==> src/rtl/counter_seq_pkg.sv <==
// Shared types and default widths for the counter sequencer and its count core.
package counter_seq_pkg;

    localparam int unsigned WIDTH_DEF  = 4;
    localparam int unsigned STEP_W_DEF = 8;

    typedef enum logic [1:0] {
        OP_LOAD  = 2'b00,
        OP_UP    = 2'b01,
        OP_DOWN  = 2'b10,
        OP_CLEAR = 2'b11
    } op_e;

    typedef enum logic {
        ST_IDLE = 1'b0,
        ST_RUN  = 1'b1
    } state_e;

endpackage

==> src/rtl/updown_count_core.sv <==
// Modular up/down count register with synchronous load and a one-cycle wrap pulse.
module updown_count_core
    import counter_seq_pkg::*;
#(
    parameter int unsigned WIDTH = WIDTH_DEF
) (
    input  logic             clk,
    input  logic             reset,
    input  logic             en,
    input  logic             dir,
    input  logic             load,
    input  logic [WIDTH-1:0] load_val,
    output logic [WIDTH-1:0] count,
    output logic             wrap
);

    localparam logic [WIDTH-1:0] CNT_MAX = '1;
    localparam logic [WIDTH-1:0] CNT_ONE = WIDTH'(1);

    logic at_edge;

    // Wrap happens when stepping past the top (up) or below zero (down).
    assign at_edge = dir ? (count == '0) : (count == CNT_MAX);

    always_ff @(posedge clk or negedge reset) begin
        if (!reset) begin
            count <= '0;
            wrap  <= 1'b0;
        end else begin
            wrap <= 1'b0;
            if (load) begin
                count <= load_val;
            end else if (en) begin
                count <= dir ? (count - CNT_ONE) : (count + CNT_ONE);
                wrap  <= at_edge;
            end
        end
    end

endmodule

==> src/rtl/counter_sequencer.sv <==
// Command-driven sequencer for a shared up/down count register: load, clear and
// multi-step runs with hold/abort, plus registered done and wrap pulses.
module counter_sequencer
    import counter_seq_pkg::*;
#(
    parameter int unsigned WIDTH  = WIDTH_DEF,
    parameter int unsigned STEP_W = STEP_W_DEF
) (
    input  logic              clk,
    input  logic              reset,
    input  logic              cmd_valid,
    output logic              cmd_ready,
    input  logic [1:0]        cmd_op,
    input  logic [WIDTH-1:0]  cmd_data,
    input  logic [STEP_W-1:0] cmd_steps,
    input  logic              hold,
    input  logic              abort,
    output logic [WIDTH-1:0]  count,
    output logic              dir,
    output logic              busy,
    output logic              done,
    output logic              wrap
);

    state_e             state, state_nxt;
    op_e                op;
    logic               accept;
    logic               is_run_op;
    logic               last_step;
    logic [STEP_W-1:0]  remaining, remaining_nxt;
    logic               dir_nxt;
    logic               done_nxt;
    logic               core_en;
    logic               core_load;
    logic [WIDTH-1:0]   core_load_val;

    assign op        = op_e'(cmd_op);
    assign accept    = cmd_valid & cmd_ready;
    assign is_run_op = (op == OP_UP) || (op == OP_DOWN);
    assign last_step = (remaining == STEP_W'(1));

    // State flops double as the ready/busy outputs.
    assign cmd_ready = (state == ST_IDLE);
    assign busy      = (state == ST_RUN);

    always_ff @(posedge clk or negedge reset) begin
        if (!reset) begin
            state <= ST_IDLE;
        end else begin
            state <= state_nxt;
        end
    end

    always_comb begin
        state_nxt = state;
        case (state)
            ST_IDLE: begin
                if (accept && is_run_op && (cmd_steps != '0)) begin
                    state_nxt = ST_RUN;
                end
            end
            ST_RUN: begin
                if (abort || (!hold && last_step)) begin
                    state_nxt = ST_IDLE;
                end
            end
            default: state_nxt = ST_IDLE;
        endcase
    end

    // Abort outranks hold; a held run takes no step and raises no pulse.
    always_comb begin
        remaining_nxt = remaining;
        dir_nxt       = dir;
        done_nxt      = 1'b0;
        core_en       = 1'b0;
        core_load     = 1'b0;
        core_load_val = cmd_data;
        case (state)
            ST_IDLE: begin
                if (accept) begin
                    case (op)
                        OP_LOAD: begin
                            core_load = 1'b1;
                            done_nxt  = 1'b1;
                        end
                        OP_CLEAR: begin
                            core_load     = 1'b1;
                            core_load_val = '0;
                            dir_nxt       = 1'b0;
                            done_nxt      = 1'b1;
                        end
                        default: begin
                            dir_nxt = (op == OP_DOWN);
                            if (cmd_steps == '0) begin
                                done_nxt = 1'b1;
                            end else begin
                                remaining_nxt = cmd_steps;
                            end
                        end
                    endcase
                end
            end
            ST_RUN: begin
                if (abort) begin
                    remaining_nxt = '0;
                end else if (!hold) begin
                    core_en       = 1'b1;
                    remaining_nxt = remaining - STEP_W'(1);
                    done_nxt      = last_step;
                end
            end
            default: ;
        endcase
    end

    always_ff @(posedge clk or negedge reset) begin
        if (!reset) begin
            remaining <= '0;
            dir       <= 1'b0;
            done      <= 1'b0;
        end else begin
            remaining <= remaining_nxt;
            dir       <= dir_nxt;
            done      <= done_nxt;
        end
    end

    updown_count_core #(
        .WIDTH (WIDTH)
    ) u_core (
        .clk      (clk),
        .reset    (reset),
        .en       (core_en),
        .dir      (dir),
        .load     (core_load),
        .load_val (core_load_val),
        .count    (count),
        .wrap     (wrap)
    );

endmodule

==> config.mk <==
export PLATFORM = sky130hd
export DESIGN_NAME = counter_sequencer
export DESIGN_NICKNAME = d
export VERILOG_FILES = /design/src/rtl/counter_seq_pkg.sv /design/src/rtl/updown_count_core.sv /design/src/rtl/counter_sequencer.sv
export SDC_FILE = /design/constraint.sdc
export NUM_CORES = 1
export LEC_CHECK = 0
export ABC_AREA = 1
export CAP_MARGIN = 30
export CORE_AREA = 8 8 66 68
export DETAILED_ROUTE_END_ITERATION = 10
export DIE_AREA = 0 0 74 76
export PLACE_DENSITY = 0.61
export SYNTH_ARGS = -nofsm -noshare
export SYNTH_HDL_FRONTEND = slang
export SYNTH_HIERARCHICAL = 1
export SYNTH_SLANG_ARGS = --single-unit
==> constraint.sdc <==
create_clock -name clk -period 1.9 [get_ports clk]
set_input_delay 0.38 -clock clk [delete_from_list [all_inputs] [get_ports clk]]
set_output_delay 0.38 -clock clk [all_outputs]
set_load 0.01 [all_outputs]
# After elaboration in Yosys (flattened, before gate mapping)
# Index checks and enable logic that the tools add are counted.
# Widths: inputs -> output; s select.
dict set report classes {
  mux 31
  reduce_logical 14
  n_eq_ne 9
  addsub 3
  bitwise 3
}
# op n
set op_table {}
lappend op_table {{$mux 8} 5}
lappend op_table {{$mux 4} 6}
lappend op_table {{$mux 1} 16}
lappend op_table {{$pmux 8 s2} 1}
lappend op_table {{$eq 8x1->1 const B} 1}
lappend op_table {{$logic_not 8->1} 1}
lappend op_table {{$reduce_bool 8->1} 1}
lappend op_table {{$sub 8x1->8 const B} 1}
lappend op_table {{$pmux 1 s2} 3}
lappend op_table {{$add 4x1->4 const B} 1}
lappend op_table {{$eq 2x2->1 const B} 2}
lappend op_table {{$eq 4x4->1 const B} 1}
lappend op_table {{$logic_not 4->1} 1}
lappend op_table {{$ne 2x2->1 const B} 2}
lappend op_table {{$reduce_and 4->1} 1}
lappend op_table {{$sub 4x1->4 const B} 1}
lappend op_table {{$logic_and 1x1->1} 3}
lappend op_table {{$ne 3x3->1 const B} 1}
lappend op_table {{$reduce_and 3->1} 1}
lappend op_table {{$eq 2x1->1 const B} 1}
lappend op_table {{$logic_not 2->1} 1}
lappend op_table {{$logic_or 1x1->1} 2}
lappend op_table {{$ne 2x1->1 const B} 1}
lappend op_table {{$not 1->1} 2}
lappend op_table {{other kinds (4)} 4}
dict set report word_totals {
  inputBits 19
  output_inout_bits 9
  ff_bits 16
  elab_cells 66
}

# Logic depth before layout (Yosys ltp)
# Gate-level depths: netlist of run 1.
dict set report logic_depth {
  word_depth 6
  ltp_mapped 9
  depth_no_buf 9
}

# Cells and area by module
# The synthesis of run 1 kept the hierarchy.
# mod n_inst cells_per_inst seq_area_each_um2 area_per_inst_um2
set modules_own_cells {}
lappend modules_own_cells {counter_sequencer 1 136 275.3 879.6}
lappend modules_own_cells {updown_count_core 1 45 125.1 349.1}

# Worst setup path after synthesis of run 1
# Ideal clock, no wire load.
dict set report synth_path {
  path_type {input to register}
  start {in cmd_op[0]}
  end {reg u_core.count[0]}
  slack_ns 0.448
  path_stages 6
  arrival_time_ns 1.325
  required_time_ns 1.773
  n_path_buf 0
  setup_ns 0.127
  cell_sequence {inv_1 > ha_1 > nor2_1 > nor2_2 > a22oi_1 > o21ai_1}
}
dict set report synth_between {
  elab_chain_cells 6
  word_cells_on_any_way 11
  cone_classes {1 x eq/ne; 7 x mux; 3 x reduce/logical}
}
# item line
set synth_lines {}
lappend synth_lines {{start, declared} counter_sequencer.sv:13} ;# input logic [1:0] cmd_op,
lappend synth_lines {{$eq 2x2->1 / $logic_not 2->1 (equally long branches)} counter_sequencer.sv:82} ;# case (op)
lappend synth_lines {{$reduce_or 2->1 (no source line) (*)} --}
lappend synth_lines {{$mux 1 (*)} counter_sequencer.sv:82}
lappend synth_lines {{$mux 1 (*)} counter_sequencer.sv:81} ;# if (accept) begin
lappend synth_lines {{$mux 1 (*)} counter_sequencer.sv:79} ;# case (state)
lappend synth_lines {{via core_load} counter_sequencer.sv:34} ;# logic core_load;
lappend synth_lines {{$mux 4 / $reduce_bool 2->1 (equally long branches)} --}
lappend synth_lines {{end signal, assigned} updown_count_core.sv:32} ;# count <= load_val;
lappend synth_lines {{end signal, assigned} updown_count_core.sv:34} ;# count <= dir ? (count - CNT_ONE) : (count + CNT_ONE);
lappend synth_lines {{end, declared} updown_count_core.sv:13} ;# output logic [WIDTH-1:0] count,
# The timed path passes the listed nets; every way through them passes the cells marked *.
# A chain may end at the register's enable or synchronous reset.

# Worst setup path after layout of run 1
dict set report layout_path {
  start {reg state, in the netlist busy}
  end {out cmd_ready}
}
dict set report layout_between {
  elab_chain_cells 1
}
# item line
set layout_lines {}
lappend layout_lines {{start, declared} counter_sequencer.sv:25} ;# state_e state, state_nxt;
lappend layout_lines {{start signal, assigned} counter_sequencer.sv:50} ;# state <= state_nxt;
lappend layout_lines {{$not 1->1 (no source line)} --}
lappend layout_lines {{end, declared} counter_sequencer.sv:12} ;# output logic cmd_ready,
# Every way passes these cells.

==> results of run 1 <==
==> area by class of cell <==
type	count	area [µm²]	share of cell area
Multi-Input combinational cell	135	708	0.428
Sequential cell	16	400	0.242
Inverter	29	111	0.0673
Tap cell	48	60.1	0.0363
Clock buffer	4	36.3	0.0219
Timing Repair Buffer	36	338	0.204
==> through the flow <==
step	setup WS, ns	area (µm²)	std cells	hold slack (ns)	util
after detailed placement	-0.0891	1620	264	0.505	0.469
after global routing	0.0158	1650	268	0.389	0.481
final	0.0864	1650	268	0.378	0.481
after global placement	-0.0687	1620	264	0.501	0.469
after CTS	0.0471	1650	268	0.389	0.480
after floorplan	0.448	1230	181	0.0844	-
==> flip-flops by register name (all words and copies together), names as in the netlist <==
name	cells
u_core/count	4
dir	1
remaining	8
busy	1
u_core/wrap	1
done	1
==> report_power, final <==
part           total (mW)  switching, mW  internal (mW)
clock network       0.244          0.127          0.117
registers           0.620          0.166          0.454
logic               0.871          0.484          0.387
total                1.74          0.778          0.958
==> per-layer routing <==
layer,track usage,part of all wire,up-vias
met5,0,0,-
li1,-,-,646
met2,0.209,0.48,29
met3,0.0434,0.059,2
met4,0.0180,0.0045,0
met1,0.144,0.45,551
==> repair_timing <==
item                                    CTS  global route
gates resized for setup                   0             1
endpoints found under the setup margin    0             1
hold buffers                              0             0
==> placed cells by master, fill, tap and decap left out, types with 3 or more instances in the layout <==
cell / count
nor2_1: 15
clkbuf_4: 3
nand3_1: 12
a22oi_1: 3
o21ai_1: 11
o21ai_0: 4
nand2_1: 64
nor2_2: 3
inv_2: 4
inv_1: 24
dfrtp_1: 16
ha_1: 7
buf_4: 9
clkdlybuf4s50_1: 27
==> final timing paths <==
check	end	cells after the start
max in group asynchronous	u_core/wrap	2
worst max register to register	u_core/count[2]	6
min in group clk	remaining[1]	2
worst max-delay path	cmd_ready	2
worst min-delay path	remaining[5]	2
worst min register to register	remaining[1]	2
==> logic make-up (layout without fill, tap and decap cells) <==
family	count (synthesis)	count (layout)	share of synthesized area
simple gates	101	101	0.349
compound gates	24	24	0.123
buf+inv	30	69	0.0978
xor+xnor	1	1	0.00713
flops	16	16	0.326
mux	1	1	0.00916
fa+ha+maj	8	8	0.0876
==> summary.txt, run 1 <==
Setup Viol. Count Final: 0
Antenna Cells: 0
DRC: 0
CTS Buffer Depth: 2
H-tree depth: 1
Drt wl/cell: 11.7 µm
Total CTS buffers: 3
Count leader, synth: nand2_1
Worst slew margin: 0.791
Post-Syn Area: 0.00123 mm²
Tightest Pin Transition: 0.312 ns
Crit Path Max Fanout: 6
CP top delay family: buffers and inverters
Vias: 1228
Height of the die: 76 µm
GRT overflow: 0
Yosys warnings: 6
Seq cells post-synth: 16
Worst setup SP type: flop
Mapped Cells: 181
Status: completed
Clock slew at reported path FFs: 0.12 ns
RSZ-0062 raised after global routing: no
Top cells by count, synth: nand2_1 (64), inv_1 (24), dfrtp_1 (16)
Worst R2R Start: busy
Ys flop type: dfrtp_1
Pins Over Slew Limit: 0
Synth area leaders: dfrtp_1 (33%), nand2_1 (20%), inv_1 (7.3%), ha_1 (7.1%), nand3_1 (4.9%)
Worst skew pair latency: 0.30 ns
Period utilisation layout: 0.955
Crit path buf inv count: 2
GRT Util Overall: 0.123
RePlAce Congestion: 0.825
Layout area overhead: 34.6%
Initial DRC Count: 90
First drt pass iteration count: 4
Post-route ant nets: 0
Vias in the first global route: 1248
Ys async rst share: 1.00
WL final: 3.14 mm
Leak: 0.859 nW
Critical Path Start: busy
Final hold vios: 0
Maximum capacitance violations: 0
Starting Density: 0.357
Syn_nets: 208
CTS tree: done
Post-synth EDFFs: 0
PortBufs: 27
Layout fillers: 385
Worst path arrival time: 1.43 ns
Die width: 74 µm
# Post-CTS Setup Buffers: 0
Reg2reg setup slack: 0.48 ns
Worst VDD drop: 0.514 mV
Fmax: 551 MHz
Worst Hold Class: input port to asynchronous set/reset pin
Nets: 248
Largest net degree at the start of global routing: 17
Required @ worst endpoint: 1.52 ns
Synthesized area per cell: 6.79 µm²
Clock skew: 0.0120 ns
Die area: 0.00562 mm²
CTS Root Cell: clkbuf_4
Share of layout cells above drive strength 1: 0.127
Synth top area share: 0.326
Post-DR vias/cell: 4.58
Clock Sinks: 16
Crit path cell chain: inv_4 > clkdlybuf4s50_1
Initial antenna violation count: 0
Setup_tns: 0 ns
Ports: 28
Worst path slowest cell: clkdlybuf4s50_1
Crit path time final: 1.81 ns
Register area share after synthesis: 0.326
Core Area: 0.00344 mm²
Global-route wire length before repair: 5.58 mm
Slowest stage delay, CP: 0.54 ns
Total power: 1.74 mW
Row cnt: 22
HPWL after DPL: 2.43 mm
WS Path Type: flop to output pin
Crit. End Element: output pin
Yosys top cell by area: dfrtp_1
PD cells: 1050 mW/mm²
Synth unique cells: 26
No activity file was read; power rests on OpenSTA's default activity.
==> inputs of run 2 (changes only) <==
- ABC_CLOCK_PERIOD_IN_PS: default -> 1900
==> results of run 2 <==
The final DEF is identical to that of run 1; final timing and power are the same.
